File: config.mk
export PLATFORM = sky130hd
export DESIGN_NAME = prefix_adder_8bit
export DESIGN_NICKNAME = d
export VERILOG_FILES = /design/src/rtl/prefix_adder_pkg.sv /design/src/rtl/prefix_gp_cell.sv /design/src/rtl/prefix_adder_8bit.sv
export SDC_FILE = /design/constraint.sdc
export NUM_CORES = 1
export LEC_CHECK = 0
export ABC_AREA = 1
export CAP_MARGIN = 20
export CORE_MARGIN = 3
export CORE_UTILIZATION = 40
export CTS_CLUSTER_SIZE = 20
export DETAILED_ROUTE_END_ITERATION = 10
export GPL_TIMING_DRIVEN = 0
export PLACE_DENSITY = 0.79
export SYNTH_ARGS = -nofsm -noshare
export SYNTH_HDL_FRONTEND = slang
export SYNTH_HIERARCHICAL = 1
export SYNTH_SLANG_ARGS = --single-unit
File: constraint.sdc
create_clock -name clk -period 0.8 [get_ports clk]
set_clock_uncertainty 0.2 [all_clocks]
set_input_delay 0.24 -clock clk [delete_from_list [all_inputs] [get_ports clk]]
set_output_delay 0.24 -clock clk [all_outputs]
set_load 0.05 [all_outputs]
File: src/rtl/prefix_adder_pkg.sv
// Shared width constants for the 8-bit Kogge-Stone prefix adder.
// The prefix depth is log2 of the operand width.
package prefix_adder_pkg;
    localparam int ADDER_WIDTH   = 8;
    localparam int PREFIX_LEVELS = 3;
    localparam int SUM_WIDTH     = ADDER_WIDTH + 1;
endpackage

File: src/rtl/prefix_gp_cell.sv
// Kogge-Stone combine cell: merges a higher (i) group with a lower (j) group
// into one generate/propagate pair.
module prefix_gp_cell (
    input  logic Gi,
    input  logic Pi,
    input  logic Gj,
    input  logic Pj,
    output logic G,
    output logic P
);
    assign G = Gi | (Pi & Gj);
    assign P = Pi & Pj;
endmodule

File: src/rtl/prefix_adder_8bit.sv
// Registered 8-bit unsigned adder on a Kogge-Stone carry network; the 9-bit
// result appears one clock after the operands are sampled.
module prefix_adder_8bit
    import prefix_adder_pkg::*;
(
    input  logic                   clk,
    input  logic                   rst,
    input  logic [ADDER_WIDTH-1:0] A,
    input  logic [ADDER_WIDTH-1:0] B,
    output logic [SUM_WIDTH-1:0]   Sum
);
    // Level 0 holds the bitwise g/p; level k holds group terms spanning 2**k bits.
    logic [PREFIX_LEVELS:0][ADDER_WIDTH-1:0] g_lvl;
    logic [PREFIX_LEVELS:0][ADDER_WIDTH-1:0] p_lvl;
    logic [ADDER_WIDTH-1:0]                  carry;
    logic [SUM_WIDTH-1:0]                    sum_next;
    logic                                    unused_p;

    assign g_lvl[0] = A & B;
    assign p_lvl[0] = A ^ B;

    for (genvar lvl = 0; lvl < PREFIX_LEVELS; lvl++) begin : g_level
        localparam int SPAN = 1 << lvl;
        for (genvar i = 0; i < ADDER_WIDTH; i++) begin : g_bit
            if (i < SPAN) begin : g_pass
                assign g_lvl[lvl+1][i] = g_lvl[lvl][i];
                assign p_lvl[lvl+1][i] = p_lvl[lvl][i];
            end else begin : g_cell
                prefix_gp_cell u_cell (
                    .Gi (g_lvl[lvl][i]),
                    .Pi (p_lvl[lvl][i]),
                    .Gj (g_lvl[lvl][i-SPAN]),
                    .Pj (p_lvl[lvl][i-SPAN]),
                    .G  (g_lvl[lvl+1][i]),
                    .P  (p_lvl[lvl+1][i])
                );
            end
        end
    end

    // After the last level, g_lvl[LAST][i] is the group generate over bits 0..i.
    assign carry    = {g_lvl[PREFIX_LEVELS][ADDER_WIDTH-2:0], 1'b0};
    assign sum_next = {g_lvl[PREFIX_LEVELS][ADDER_WIDTH-1], p_lvl[0] ^ carry};

    // Final-level group propagates have no consumer.
    assign unused_p = ^p_lvl[PREFIX_LEVELS];

    always_ff @(posedge clk or posedge rst) begin
        if (rst) begin
            Sum <= '0;
        end else begin
            Sum <= sum_next;
        end
    end
endmodule

### After elaboration in Yosys (flattened, before gate mapping)

Index checks and enable logic that the tools add are counted.

* bitwise logic cells: 47

Operator list (number)
* $and A1 B1 Y1: 27
* $or A1 B1 Y1: 17
* $xor A8 B8 Y8: 2
* $and A8 B8 Y8: 1

* register bits after elaboration: 9
* input port bits: 18
* output and inout bits: 9

### Logic depth before layout (Yosys ltp)

Gate-level depths: netlist (run 1).

* word-level depth: 7
* gate-level depth with buffers: 10

### Hierarchy

The synthesis (run 1) kept the hierarchy.

Modules (own cells, without submodules)
* prefix_adder_8bit: times used 1, cells an instance 53, area each 460.4 sq um, seq. area each 225.2 sq um
* prefix_gp_cell: times used 17, cells an instance 5, area each 18.8 sq um, seq. area each 0.0 sq um

### Worst setup path after synthesis (run 1)

No wires, ideal clock.

* path type: input-to-reg
* from: input A[1]
* to: register Sum[7]
* arrival time: 1052 ps
* required time: 484 ps
* path slack: -568 ps
* cell stages on the path: 10
* path through: ha_1 > nand2_1 > inv_1 > nand2_1 > nand2_1 > nand2_1 > nand2_1 > inv_1 > nand2_1 > nand2_1

RTL lines
* from (decl): RTL line prefix_adder_8bit.sv:8 `input logic [ADDER_WIDTH-1:0] A,`
* to (signal assigned): RTL line prefix_adder_8bit.sv:52 `Sum <= sum_next;`
* to (decl): RTL line prefix_adder_8bit.sv:10 `output logic [SUM_WIDTH-1:0] Sum`

==> metrics.txt, run 1 <==
initial core utilization 45.1%; Root Driver clkbuf_4; Setup-failing EPs final 17; CTS sink cnt 9; Post-Syn Area 727 um2; Max Cap Viol 0; Core ar. 1610 um2; GRT Util Overall 15.7%; vias in the first global route 757; worst relative slew slack 79.7%; Syn Inst Count 124; vias per cell 4.44; Num CTS Buffers 3; DRC viols 0; RSZ-0062 raised after global routing true; syn nets 150; hold wc startpoint A[0]; antenna viol nets, final 0; antenna cells 0; hpwl dp 1320 um; vias 839; layout cell share with drive strength beyond 1 55.2%; Die Ht 48.6 um; Static Leak 0.777 nW; first-pass GRT wire length 2930 um; Post-Route Utilization 83.5%; VDD IR-drop max 0.000870 V; full die area 2360 um2; largest net degree at the start of global routing 10; H-tree depth 1; Hold Violations, Final 0; Largest Register Sum; chip width 48.6 um; Clock Path Buffers 2; # fillers 105; final setup margin -0.435 ns; GPL Wtd Cong 0.739; worst slew pin tran 0.304 ns; initial antenna violation count 0; DRT Pass-1 Iters 4; CP Data Arrival Time 1.17 ns; CTS clk-pin slew, worst paths 0.05 ns; endpoint class of the critical path register; kind of critical path input pin to register; CTS tree built; Power Total 1.98 mW; # IOs 27; routed len/inst 11.3 um; port bufs 26; period utilization 154%; P&R area growth vs syn 85.0%; hold crit path type input pin to register; routed wire length 2130 um; WHS Endpoint Sum[0]; fmax 810 MHz; crit-path max FO 3; Net count, final 192; CP Launch Type input pin; grt ovf 0; max reg flops 9; yosys warns 6; number of cell rows 14; minimum clock period 1.23 ns; Req. time, crit path 0.73 ns; Iteration-0 DRC Markers 11; syn avg cell area 5.86 um2; failing checks negative setup slack; power per cell area 1470 nW/um2; Worst Hold Depth 2; Max Transition Viols Final 0; run status finished, violations left; top flop regs Sum x9
power breakdown:
| group | leakage, nW | total (mW) | switching [mW] | internal (mW) |
|---|---|---|---|---|
| Combinational | 0.663 | 1.10 | 0.617 | 0.479 |
| Clock | 0.0150 | 0.324 | 0.133 | 0.191 |
| Sequential | 0.0989 | 0.560 | 0.0284 | 0.532 |
| Total | 0.777 | 1.98 | 0.778 | 1.20 |
how the worst max path moves through the flow:
stage | depth (start not counted) | slack (ns) | from | endpoint
2_1_floorplan | 10 | -0.47 | B[2] | Sum[7]
3_3_place_gp | 11 | -1.05 | A[2] | Sum[7]
3_5_place_dp | 11 | -1.06 | A[2] | Sum[7]
4_1_cts | 1 | -0.45 | Sum[1] | Sum[1]
5_1_grt | 11 | -0.54 | B[1] | Sum[7]
6_report | 11 | -0.43 | B[1] | Sum[7]
through the flow:
stage | instance area (um2) | hold WS [ns] | instances | TNS (ns) | setup WS, ns
3_3_place_gp | 1130 | 0.303 | 174 | -15.69 | -1.05
3_5_place_dp | 1130 | 0.320 | 174 | -16.21 | -1.06
6_report | 1350 | 0.0260 | 189 | -6.47 | -0.435
4_1_cts | 1250 | 0.0232 | 186 | -6.08 | -0.445
5_1_grt | 1350 | 0.0276 | 189 | -7.05 | -0.536
2_1_floorplan | 845 | -0.133 | 124 | -3.99 | -0.467
repair_timing:
item	4_1_cts	5_1_grt
buffers inserted	8	4
setup endpoints to repair	18	17
gates resized for setup	143	35
hold buffers	0	0
pin swaps	30	20
layer usage:
layer  vias up  global-route usage, %  wire length, um
li1        421                      -                -
met1       379                   14.5              690
met2        31                   33.0             1230
met3         8                   2.76              108
met4         0                   5.69               99
met5         -                      0                0
final cells by class:
cell class | instances | area [um2] | share of cell area (%)
tap | 24 | 30.0 | 2.23
multi-input combinational | 73 | 524 | 39.0
inverter | 42 | 158 | 11.7
clock buffer | 4 | 26.3 | 1.95
timing repair buffer | 37 | 372 | 27.6
sequential | 9 | 235 | 17.5
critical path, cell delays in order:
cell and delay [ns]:
buf_6 0.10, ha_4 0.30, nand2_2 0.05, inv_2 0.06, nand2_2 0.05, nand2_2 0.07
nand2_1 0.07, nand2_2 0.07, inv_1 0.04, nand2_1 0.06, nand2_1 0.06
cells in the final DEF, fill, tap and decap left out, drive strengths merged:
master	count
dfrtp	9
inv	42
buf	34
nand2	65
ha	8
clkdlybuf4s50	1
clkbuf	6
Power figures use the tool's default switching activity.
==> run 2, diff against run 1 <==
PLACE_DENSITY = 0.84   (was 0.79)
==> metrics.txt, run 2 (synthesis gave the netlist of run 1 again) <==
kind of critical path register to output port (was input pin to register); Buf+Inv Stages, Crit Path 1 (was 3); Core ar. 1610 um2 (unchanged); endpoint class of the critical path output port (was register); worst path cell trace buf_6 (was buf_6 > ha_4 > nand2_2 > inv_2 > nand2_2 > nand2_2 > nand2_1 > nand2_2 > inv_1 > nand2_1 > nand2_1); crit-path max FO 1 (was 3); GPL Wtd Cong 0.744 (was 0.739); # fillers 95 (was 105); P_sw 791 uW (was 778 uW); port bufs 26 (unchanged); met2 Track Usage GR 33.7% (was 33.0%); Top Family by Delay on Critical Path flip-flops (was simple AND/OR/NAND/NOR gates); final hold slack 0.0308 ns (was 0.0260 ns); largest net degree at the start of global routing 10 (unchanged); layout cell share with drive strength beyond 1 58.4% (was 55.2%); combinational power share 55.7% (was 55.3%); routed len/inst 11.5 um (was 11.3 um); grt ovf 0 (unchanged); Static Leak 0.780 nW (was 0.777 nW); chip width 48.6 um (unchanged); clock power share 16.3% (was 16.4%); initial core utilization 45.1% (unchanged); CP Launch Type register (was input pin); GRT Util Overall 15.9% (was 15.7%); design internal power 1.21 mW (was 1.20 mW); failing checks negative setup slack (unchanged); Post-Route Utilization 84.5% (was 83.5%); DP Worst Slack -1.06 ns (about the same); Net count, final 193 (was 192); P&R area growth vs syn 87.4% (was 85.0%); hold crit path type input pin to register (unchanged); vias 839 (unchanged); commonest non-fill, non-tap cell in the layout nand2_1 (unchanged); CTS clk-pin slew, worst paths 0.05 ns (about the same); Max Cap Viol 0 (unchanged); first-pass GRT wire length 2970 um (was 2930 um); CTS sink cnt 9 (unchanged); VDD IR-drop max 0.000776 V (was 0.000870 V); period utilization 154% (about the same); top flop regs Sum x9 (unchanged); final setup margin -0.436 ns (was -0.435 ns); vias per cell 4.42 (was 4.44); RSZ-0062 raised after global routing true (unchanged); Num CTS Buffers 3 (unchanged); Power Total 2.00 mW (was 1.98 mW); antenna viol nets, final 0 (unchanged); Root Driver clkbuf_4 (unchanged); sequential power share 28.0% (was 28.3%); CTS Hold Bufs 0 (unchanged); Largest Register Sum (unchanged); most frequent cells in the layout 38 x nand2_1, 28 x inv_1, 25 x buf_6 (was 39 x nand2_1, 32 x inv_1, 27 x buf_6); worst slew pin tran 0.314 ns (was 0.304 ns); met1 Track Usage GR 14.3% (was 14.5%); Setup-failing EPs final 17 (unchanged); run status finished, violations left (unchanged); slowest CP cell dfrtp_2 (was ha_4); minimum clock period 1.24 ns (was 1.23 ns); Iteration-0 DRC Markers 18 (was 11); H-tree depth 1 (unchanged); met3 GRT Util 2.15% (was 2.76%); CP Data Arrival Time 0.80 ns (was 1.17 ns); fmax 809 MHz (was 810 MHz); routed wire length 2190 um (was 2130 um); worst relative slew slack 79.1% (was 79.7%); Max Transition Viols Final 0 (unchanged); Die Ht 48.6 um (unchanged); CTS tree built (unchanged); hpwl dp 1280 um (was 1320 um); GRT busiest layer met2 (unchanged); Req. time, crit path 0.36 ns (was 0.73 ns); DRC viols 0 (unchanged); vias in the first global route 774 (was 757); antenna cells 0 (unchanged); number of cell rows 14 (unchanged); Clock Path Buffers 2 (unchanged); Hold Violations, Final 0 (unchanged); Slowest Stage Delay on Critical Path 0.40 ns (was 0.30 ns); Sw Ratio 39.6% (was 39.3%); # IOs 27 (unchanged); full die area 2360 um2 (unchanged); power per cell area 1470 nW/um2 (about the same); initial antenna violation count 0 (unchanged); max reg flops 9 (unchanged); DRT Pass-1 Iters 4 (unchanged)
[run 2: layout make-up]
class | count | area, um2 | share of cell area [%]
sequential | 9 | 235 | 17.3
inverter | 42 | 158 | 11.6
multi-input combinational | 73 | 532 | 39.0
tap | 24 | 30.0 | 2.20
clock buffer | 4 | 26.3 | 1.93
timing repair buffer | 38 | 382 | 28.0
[run 2: power groups by stage]
stage / logic, mW / registers (mW) / clock network, mW
2_1_floorplan: 0.319 / 0.802 / 0
3_3_place_gp: 0.848 / 0.552 / 0
3_5_place_dp: 0.869 / 0.556 / 0
4_1_cts: 0.975 / 0.562 / 0.339
5_1_grt: 1.19 / 0.570 / 0.348
6_report: 1.11 / 0.561 / 0.325
[run 2: stage by stage]
step | cells | setup TNS, ns | area, um2
2_1_floorplan | 124 | -3.99 | 845
3_3_place_gp | 174 | -15.60 | 1130
3_5_place_dp | 174 | -16.05 | 1130
4_1_cts | 187 | -5.95 | 1270
5_1_grt | 190 | -6.74 | 1360
6_report | 190 | -6.20 | 1360
[run 2: worst paths after layout]
check	end	slack [ns]	startpoint	depth (start not counted)
min in group asynchronous	Sum[7]	0.05	rst	2
max in group asynchronous	Sum[2]	0.09	rst	2
worst max-delay path	Sum[3]	-0.44	Sum[3]	1
worst min-delay path	Sum[0]	0.03	A[0]	2
[run 2: metal layers]
layer / part of all wire, % / wire, um
met4: 1.8 / 39
met5: 0 / 0
met3: 3.8 / 83
met2: 58 / 1280
met1: 36 / 790
[run 2: timing repair]
action,CTS,global route
gates cloned,0,0
buffers inserted,9,3
resized for setup,151,30
endpoints found under the hold margin,0,0
pin swaps,34,28
setup endpoints to repair,18,17
==> run 3, diff against run 2 <==
CORE_UTILIZATION = 42   (was 40)
CTS_BUF_LIST = sky130_fd_sc_hd__clkbuf_4 sky130_fd_sc_hd__clkbuf_8   (was default)
PLACE_DENSITY = 0.87   (was 0.84)
SKIP_LAST_GASP = 1   (was default)
TNS_END_PERCENT = 30   (was default)
==> metrics.txt, run 3 (synthesis gave the netlist of run 1 again) <==
run status finished, violations left (unchanged); antenna cells 0 (unchanged); port bufs 26 (unchanged); Die Ht 47.6 um (was 48.6 um); H-tree depth 1 (unchanged); power per cell area 1600 nW/um2 (was 1470 nW/um2); CTS clk-pin slew, worst paths 0.06 ns (was 0.05 ns); Core ar. 1560 um2 (was 1610 um2); largest net degree at the start of global routing 10 (unchanged); initial antenna violation count 0 (unchanged); hold crit path type input pin to async pin (was input pin to register); slowest CP cell dfrtp_1 (was dfrtp_2); DRC viols 0 (unchanged); crit-path max FO 1 (unchanged); Largest Register Sum (unchanged); number of cell rows 14 (unchanged); Root Driver clkbuf_4 (unchanged); hpwl dp 1330 um (was 1280 um); Iteration-0 DRC Markers 26 (was 18); worst slew pin tran 0.314 ns (about the same); Clock Path Buffers 2 (unchanged); max reg flops 9 (unchanged); Top Family by Delay on Critical Path flip-flops (unchanged); fmax 794 MHz (was 809 MHz); Buf+Inv Stages, Crit Path 1 (unchanged); endpoint class of the critical path output port (unchanged); worst relative slew slack 79.0% (was 79.1%); Net count, final 192 (was 193); placed cells 166 (was 174); Max Cap Viol 0 (unchanged); period utilization 157% (was 154%); # IOs 27 (unchanged); first-pass GRT wire length 3160 um (was 2970 um); combinational power share 53.0% (was 55.7%); DRT Pass-1 Iters 4 (unchanged); GPL Wtd Cong 0.758 (was 0.744); vias 908 (was 839); Static Leak 0.766 nW (was 0.780 nW); Post-Route Utilization 79.9% (was 84.5%); most frequent cells in the layout 49 x nand2_1, 34 x inv_1, 15 x nand2_2 (was 38 x nand2_1, 28 x inv_1, 25 x buf_6); grt ovf 0 (unchanged); CTS Hold Bufs 0 (unchanged); setup TNS -6.77 ns (was -6.20 ns); antenna viol nets, final 0 (unchanged); full die area 2270 um2 (was 2360 um2); commonest non-fill, non-tap cell in the layout nand2_1 (unchanged); Cell Count, Final, Fillers Out 181 (was 190); vias per cell 5.02 (was 4.42); Num CTS Buffers 3 (unchanged); Slowest Stage Delay on Critical Path 0.40 ns (about the same); top flop regs Sum x9 (unchanged); design internal power 1.18 mW (was 1.21 mW); Hold Violations, Final 0 (unchanged); worst path cell trace buf_6 (unchanged); layout cell share with drive strength beyond 1 42.4% (was 58.4%); critical path launch point Sum[0] (was Sum[3]); CP Data Arrival Time 0.82 ns (was 0.80 ns); design area 1240 um2 (was 1360 um2); kind of critical path register to output port (unchanged); VDD IR-drop max 0.000866 V (was 0.000776 V); GRT Util Overall 19.7% (was 15.9%); final hold slack 0.0252 ns (was 0.0308 ns); P&R area growth vs syn 71.3% (was 87.4%); Placed Area 1090 um2 (was 1130 um2); initial core utilization 46.6% (was 45.1%); sequential power share 27.8% (was 28.0%); Req. time, crit path 0.36 ns (about the same); RSZ-0062 raised after global routing true (unchanged); CP Launch Type register (unchanged); CTS sink cnt 9 (unchanged); Critical Path Stages 1 (unchanged); failing checks negative setup slack (unchanged); worst setup path end Sum[0] (was Sum[3]); P_sw 809 uW (was 791 uW); minimum clock period 1.26 ns (was 1.24 ns); chip width 47.6 um (was 48.6 um); clock power share 19.2% (was 16.3%); Sw Ratio 40.6% (was 39.6%); CTS tree built (unchanged); final setup margin -0.459 ns (was -0.436 ns); routed len/inst 13.8 um (was 11.5 um); Max Transition Viols Final 0 (unchanged); vias in the first global route 784 (was 774); Setup-failing EPs final 17 (unchanged); routed wire length 2500 um (was 2190 um)
[run 3: changes by cell type in the layout (fill, tap and decap cells not counted), sizes merged]
cell / previous run / this run
buf: 35 / 30
clkbuf: 4 / 8
clkdlybuf4s15: 2 / 0
dlygate4sd2: 0 / 2
[run 3: area by class of cell]
type                            count  area [um2]
Tap cell                           16        20.0
Clock buffer                        4        30.0
Sequential cell                     9         225
Timing Repair Buffer               37         323
Multi-Input combinational cell     73         489
Inverter                           42         158
Fill cell                          94         314
[run 3: how the worst min path moves through the flow]
stage,to,start,cells after the start,slack [ns]
final,Sum[3],rst,2,0.03
after global routing,Sum[0],B[0],2,0.05
after CTS,Sum[6],rst,2,0.04
after detailed placement,Sum[7],rst,2,0.32
after global placement,Sum[8],rst,2,0.30
after floorplan,Sum[0],rst,1,-0.13
[run 3: per-layer routing]
layer / vias to the layer above / part of all wire, % / GRT usage (%)
met4: 0 / 4.0 / 9.14
met5: - / 0 / 0
met2: 65 / 54 / 40.1
met3: 19 / 8.9 / 1.50
li1: 423 / - / -
met1: 401 / 33 / 19.7
[run 3: repair_timing]
item	in CTS	in global routing
setup endpoints to repair	18	18
resized for setup	114	33
buffers inserted	8	3
pin swaps	16	22
[run 3: metrics by stage]
step	setup WS, ns	power [mW]
after floorplan	-0.472	1.10
after global placement	-1.04	1.38
after detailed placement	-1.07	1.40
after CTS	-0.437	1.85
after global routing	-0.511	2.07
final	-0.459	1.99
[run 3: power by group through the flow]
stage / registers [mW] / logic, mW / clock network [mW]
2_1_floorplan: 0.789 / 0.312 / 0
3_3_place_gp: 0.542 / 0.834 / 0
3_5_place_dp: 0.544 / 0.860 / 0
4_1_cts: 0.551 / 0.920 / 0.377
5_1_grt: 0.561 / 1.12 / 0.382
6_report: 0.554 / 1.06 / 0.382
